`config.mk`:
```
export PLATFORM = sky130hd
export DESIGN_NAME = rsa_modexp_flat
export DESIGN_NICKNAME = d
export VERILOG_FILES = /design/src/rtl/rsa_modexp_if.sv /design/src/rtl/rsa_modexp.sv /design/src/flat_wrapper.sv
export SDC_FILE = /design/constraint.sdc
export NUM_CORES = 1
export LEC_CHECK = 0
export CORE_MARGIN = 1.5
export CORE_UTILIZATION = 32
export DETAILED_ROUTE_END_ITERATION = 16
export GPL_TIMING_DRIVEN = 1
export SLEW_MARGIN = 20
export SYNTH_ARGS = -nofsm -noshare
export SYNTH_HDL_FRONTEND = slang
export SYNTH_SLANG_ARGS = --single-unit
```
`constraint.sdc`:
```
create_clock -name clk -period 4.42 [get_ports clk]
set_input_delay 0.663 -clock clk [delete_from_list [all_inputs] [get_ports clk]]
set_output_delay 0.663 -clock clk [all_outputs]
set_load 0.005 [all_outputs]
```
`src/rtl/rsa_modexp_if.sv`:
```
// Request/result bundle for rsa_modexp: operands and start in, result and status out.
interface rsa_modexp_if #(
  parameter int WIDTH = 4
);
  logic             ena;
  logic             start;
  logic [WIDTH-1:0] M_i;
  logic [WIDTH-1:0] E_i;
  logic [WIDTH-1:0] N_i;
  logic [WIDTH-1:0] R_o;
  logic             done;
  logic             busy;
  logic             err;

  modport master (
    output ena, start, M_i, E_i, N_i,
    input  R_o, done, busy, err
  );

  modport slave (
    input  ena, start, M_i, E_i, N_i,
    output R_o, done, busy, err
  );
endinterface

```
`src/rtl/rsa_modexp.sv`:
```
// rsa_modexp: R = M^E mod N, left-to-right square-and-multiply over a bit-serial modmul.
// Optional macro RSA_MODEXP_SKIPZ_EN: leading zero exponent bits cost one cycle, no square.
module rsa_modexp #(
  parameter int WIDTH = 4
) (
  input logic         clk,
  input logic         rstb,
  rsa_modexp_if.slave bus
);
  localparam int CW = $clog2(WIDTH);

  typedef enum logic [1:0] {IDLE, REDUCE, SQR, MUL} state_t;

  state_t           state, state_next;
  logic [WIDTH-1:0] m_reg, e_reg, n_reg, mr, acc, p, r_q;
  logic [CW-1:0]    step, k;
  logic             done_q, busy_q, err_q;
  logic             accept, bad_n, mm_last, finish, skip, k_dec;
  logic             step_last, k_last;
  logic [WIDTH-1:0] op_a, op_b, p_next;
  logic [WIDTH:0]   dbl, sum;
  logic [WIDTH-1:0] dbl_r, sum_r;

  assign step_last = (step == '0);
  assign k_last    = (k == '0);

  assign bus.R_o  = r_q;
  assign bus.done = done_q;
  assign bus.busy = busy_q;
  assign bus.err  = err_q;

  // One modmul step: double then conditionally add, each folded back below N by a single subtract.
  always_comb begin
    dbl    = {p, 1'b0};
    dbl_r  = (dbl >= {1'b0, n_reg}) ? WIDTH'(dbl - {1'b0, n_reg}) : WIDTH'(dbl);
    sum    = {1'b0, dbl_r} + {1'b0, op_a};
    sum_r  = (sum >= {1'b0, n_reg}) ? WIDTH'(sum - {1'b0, n_reg}) : WIDTH'(sum);
    p_next = op_b[step] ? sum_r : dbl_r;
  end

  always_ff @(posedge clk) begin
    if (!rstb) begin
      state <= IDLE;
    end else if (bus.ena) begin
      state <= state_next;
    end
  end

  always_comb begin
    state_next = state;
    accept     = 1'b0;
    bad_n      = 1'b0;
    mm_last    = 1'b0;
    finish     = 1'b0;
    skip       = 1'b0;
    k_dec      = 1'b0;
    op_a       = '0;
    op_b       = '0;
    case (state)
      IDLE: begin
        if (bus.start) begin
          accept = 1'b1;
          if (bus.N_i < WIDTH'(2)) bad_n = 1'b1;
          else                     state_next = REDUCE;
        end
      end
      REDUCE: begin
        op_a = WIDTH'(1);
        op_b = m_reg;
        if (step_last) begin
          mm_last    = 1'b1;
          state_next = SQR;
        end
      end
      SQR: begin
`ifdef RSA_MODEXP_SKIPZ_EN
        // acc is still 1 here, so squaring would not change it.
        skip = ((e_reg >> k) == '0);
`endif
        if (skip) begin
          if (k_last) begin
            finish     = 1'b1;
            state_next = IDLE;
          end else begin
            k_dec = 1'b1;
          end
        end else begin
          op_a = acc;
          op_b = acc;
          if (step_last) begin
            mm_last = 1'b1;
            if (e_reg[k]) begin
              state_next = MUL;
            end else if (k_last) begin
              finish     = 1'b1;
              state_next = IDLE;
            end else begin
              k_dec = 1'b1;
            end
          end
        end
      end
      MUL: begin
        op_a = acc;
        op_b = mr;
        if (step_last) begin
          mm_last = 1'b1;
          if (k_last) begin
            finish     = 1'b1;
            state_next = IDLE;
          end else begin
            k_dec      = 1'b1;
            state_next = SQR;
          end
        end
      end
      default: state_next = IDLE;
    endcase
  end

  always_ff @(posedge clk) begin
    if (!rstb) begin
      m_reg  <= '0;
      e_reg  <= '0;
      n_reg  <= '0;
      mr     <= '0;
      acc    <= '0;
      p      <= '0;
      r_q    <= '0;
      step   <= '0;
      k      <= '0;
      done_q <= 1'b0;
      busy_q <= 1'b0;
      err_q  <= 1'b0;
    end else if (bus.ena) begin
      done_q <= 1'b0;
      if (accept) begin
        m_reg <= bus.M_i;
        e_reg <= bus.E_i;
        n_reg <= bus.N_i;
        if (bad_n) begin
          r_q    <= '0;
          err_q  <= 1'b1;
          done_q <= 1'b1;
        end else begin
          err_q  <= 1'b0;
          busy_q <= 1'b1;
          acc    <= WIDTH'(1);
          p      <= '0;
          step   <= CW'(WIDTH - 1);
          k      <= CW'(WIDTH - 1);
        end
      end
      if ((state != IDLE) && !skip) begin
        p    <= mm_last ? '0 : p_next;
        step <= mm_last ? CW'(WIDTH - 1) : step - CW'(1);
      end
      if (mm_last) begin
        if (state == REDUCE) mr  <= p_next;
        else                 acc <= p_next;
      end
      if (k_dec) k <= k - CW'(1);
      if (finish) begin
        r_q    <= skip ? acc : p_next;
        done_q <= 1'b1;
        busy_q <= 1'b0;
      end
    end
  end
endmodule

```
`src/flat_wrapper.sv`:
```
// flat-port wrapper written by rule: the top's interface ports become plain ports
module rsa_modexp_flat 
#(
  parameter int WIDTH = 4
)
  (clk, rstb, bus_ena, bus_start, bus_M_i, bus_E_i, bus_N_i, bus_R_o, bus_done, bus_busy, bus_err);
  rsa_modexp_if #(.WIDTH(WIDTH)) bus_i ();
  input logic clk;
  input logic rstb;
  input wire logic [$bits(bus_i.ena)-1:0] bus_ena;
  input wire logic [$bits(bus_i.start)-1:0] bus_start;
  input wire logic [$bits(bus_i.M_i)-1:0] bus_M_i;
  input wire logic [$bits(bus_i.E_i)-1:0] bus_E_i;
  input wire logic [$bits(bus_i.N_i)-1:0] bus_N_i;
  output wire logic [$bits(bus_i.R_o)-1:0] bus_R_o;
  output wire logic [$bits(bus_i.done)-1:0] bus_done;
  output wire logic [$bits(bus_i.busy)-1:0] bus_busy;
  output wire logic [$bits(bus_i.err)-1:0] bus_err;
  assign bus_i.ena = bus_ena;
  assign bus_i.start = bus_start;
  assign bus_i.M_i = bus_M_i;
  assign bus_i.E_i = bus_E_i;
  assign bus_i.N_i = bus_N_i;
  assign bus_R_o = bus_i.R_o;
  assign bus_done = bus_i.done;
  assign bus_busy = bus_i.busy;
  assign bus_err = bus_i.err;
  rsa_modexp #(.WIDTH(WIDTH)) u_core (.clk(clk), .rstb(rstb), .bus(bus_i));
endmodule
```
==> flow_summary.json <==
{
  "outcome": "complete, no violations",
  "synth.most_common_cell": "nand2_1",
  "pwr-share-comb_pct": 24.8,
  "power.switching_mw": 0.255,
  "critPathLaunchType": "flip-flop",
  "synth_common_cells": "nand2_1 (45), dfxtp_1 (37), a21boi_1 (15)",
  "top_layer": "met4",
  "synth_top_area_share_pct": 33.7,
  "drt_first_iter_violations": 67,
  "report.final.slew_viol_count": 0,
  "p_sw_share_pct": 29.3,
  "grt_pass1_wl_um": 8410,
  "async_flop_share_pct": 0,
  "root_buffer": "clkbuf_8",
  "worstSetupEndpointType": "flip-flop",
  "final.period_utilization_pct": 96.2,
  "p_seq_share_pct": 40.9,
  "clk_latency_ns": 0.29,
  "clockBufferDepth": 2,
  "hold_class": "reg -> reg",
  "final_antenna_net_count": 0,
  "vias_per_cell": 5.16,
  "clkTransAtPathRegs_ns": 0.09,
  "seqCellArea_um2": 741,
  "yosysWarningCount": 0,
  "finalClockSkew_ns": 0.0107,
  "grt_pass1_vias": 1786,
  "synthCells": 254,
  "postCtsSetupBuffers": 0,
  "vdd_drop_max_uv": 162,
  "finalCriticalPeriod_ns": 4.25,
  "fill_cells": 659,
  "gp_congestion": 0.815,
  "ys_top_cells_by_area": "dfxtp_1 (34%), ha_1 (8.0%), nand2_1 (7.7%)",
  "criticalPathCategory": "reg -> reg",
  "hold_path_startpoint": "u_core.e_reg[2]$_SDFFE_PN0P_",
  "synth_ff_type": "dfxtp_1",
  "vias": 1851,
  "clock_sinks": 37,
  "grtUsageTotal_pct": 14.4,
  "syn_avg_cell_area_um2": 8.65,
  "syn_area_um2": 2200,
  "cts.htree.levels": 2,
  "fin_total_pwr_mw": 0.869,
  "drcViolationCount": 0,
  "rsz0062_at_grt": "false",
  "hold_violations": 0,
  "die_h_um": 85.8,
  "p_int_mw": 0.614,
  "path_max_fanout": 4,
  "tritoncts": "built",
  "ys_seq_area_share_pct": 33.7,
  "row_count": 30,
  "max_freq_mhz": 235,
  "wl_met2_um": 2390,
  "dr.pass1.iters": 4,
  "clock_power_share_pct": 34.4,
  "hold_buffers": 0,
  "yosys.cell_types.count": 47,
  "wl_met1_um": 2480,
  "dpl.hpwl_um": 3940,
  "ios": 23,
  "fp.dieW_um": 85.8,
  "powerDensity_nw_per_um2": 330,
  "leakage_nw": 1.04,
  "synth_edf_count": 0,
  "syn_nets": 287,
  "multi_input_area_um2": 1360,
  "crit_required_ns": 4.59,
  "ys_ff_latch": 37,
  "antenna_found_initial": 0,
  "synth_top_area_cell": "dfxtp_1",
  "tns_ns": 0,
  "layout-drive-gt1-share_pct": 9.32,
  "totalWireLength_um": 5090,
  "wl_per_cell_um": 14.2,
  "arrival_ns": 4.42,
  "dieArea_um2": 7370,
  "rr_startpoint": "u_core.n_reg[1]$_SDFFE_PN0P_",
  "num_antenna_cells": 0,
  "wl_met3_um": 197,
  "io_buffer_count": 22,
  "layout.nets": 311,
  "core_area_um2": 6720,
  "setup_viol": 0,
  "cts_buffers": 5,
  "worst_slew_pin_slew_ns": 0.725,
  "start_util_pct": 32.7,
  "grt_max_degree": 21,
  "slew_headroom_pct": 51.5,
  "drv_cap": 0,
  "area_growth_pct": 19.9,
  "grt-ovfl-total": 0,
  "critical_path.startpoint": "u_core.n_reg[1]$_SDFFE_PN0P_"
}
==> critical path, cell delays in order, from the launching register on <==
cell and delay, ns:
dfxtp_1 0.34, inv_2 0.07, ha_1 0.29, ha_1 0.18
a311o_1 0.31, nor2_2 0.18, buf_4 0.14, mux2_1 0.33
ha_1 0.35, a21oi_1 0.17, xnor2_1 0.18, ha_1 0.32
a211oi_2 0.26, o221ai_2 0.19, mux2i_1 0.18, mux2_4 0.30
o311a_1 0.34
==> layer usage <==
| layer | up-vias | track usage (%) |
|---|---|---|
| met5 | - | 0 |
| met1 | 874 | 18.8 |
| met2 | 28 | 24.8 |
| li1 | 947 | - |
| met4 | 0 | 2.64 |
| met3 | 2 | 2.69 |
==> cell type report <==
class                      instances  area share (%)
inverter                          14            2.00
tap                               80            3.80
clock buffer                       5            2.61
multi-input combinational        192            51.7
sequential                        37            28.1
timing repair buffer              28            10.1
clock inverter                     3            1.66
==> stage by stage <==
step           cell area [um^2]  utilization (%)  std cells  setup slack, ns  hold WS [ns]
2_1_floorplan              2200                -        254            0.281         0.432
3_3_place_gp               2500             37.3        351            0.146         0.443
3_5_place_dp               2500             37.3        351           0.0398         0.447
4_1_cts                    2620             39.0        359           0.0299         0.459
5_1_grt                    2630             39.2        359          0.00720         0.478
6_report                   2630             39.2        359            0.169         0.455
==> what timing repair did <==
action                                  CTS  global route
resized for setup                         1             4
endpoints found under the hold margin     0             0
endpoints found under the setup margin    1            13
cloned                                    0             0
pin swaps                                 0             1
==> cells in the final DEF (no fill, tap or decap), types with 4 or more instances in the layout <==
| master | Yosys | routed |
|---|---|---|
| nand2_1 | 45 | 45 |
| dfxtp_1 | 37 | 37 |
| clkdlybuf4s50_1 | 0 | 22 |
| a21boi_1 | 15 | 15 |
| ha_1 | 14 | 14 |
| inv_1 | 14 | 13 |
| nor2_1 | 14 | 13 |
| o21ai_1 | 9 | 9 |
| nand3_1 | 9 | 9 |
| a21oi_1 | 7 | 7 |
| buf_4 | 0 | 6 |
| and2_1 | 5 | 5 |
| nor2b_1 | 5 | 5 |
| mux2i_1 | 5 | 5 |
| clkbuf_8 | 0 | 5 |
| xor2_1 | 4 | 4 |
| nand2b_1 | 4 | 4 |
| mux2_4 | 3 | 4 |
==> cell families (layout without fill, tap and decap cells) <==
kind of cell,count (synthesis),in the layout,synth area share (%)
simple gates,93,93,19.3
compound gates,62,62,20.9
flops,37,37,33.7
buf+inv,25,50,5.01
fa+ha+maj,17,17,10.7
mux,15,15,8.43
xor+xnor,5,5,1.99
==> path summary, 6_finish.rpt <==
path                                                      to  slack, ns  depth (start not counted)
worst min register to register  u_core.e_reg[2]$_SDFFE_PN0P_       0.46                          2
worst max register to register    u_core.acc[0]$_SDFFE_PN0P_       0.17                         16
worst max-delay path              u_core.acc[0]$_SDFFE_PN0P_       0.17                         16
worst min-delay path            u_core.e_reg[2]$_SDFFE_PN0P_       0.46                          2
==> power groups by stage <==
stage	clock [mW]	combinational [mW]	sequential, mW
6_report	0.298	0.215	0.355
2_1_floorplan	0	0.151	0.361
3_3_place_gp	0	0.202	0.363
3_5_place_dp	0	0.206	0.363
5_1_grt	0.319	0.237	0.357
4_1_cts	0.304	0.211	0.355
Power figures use the tool's default switching activity.
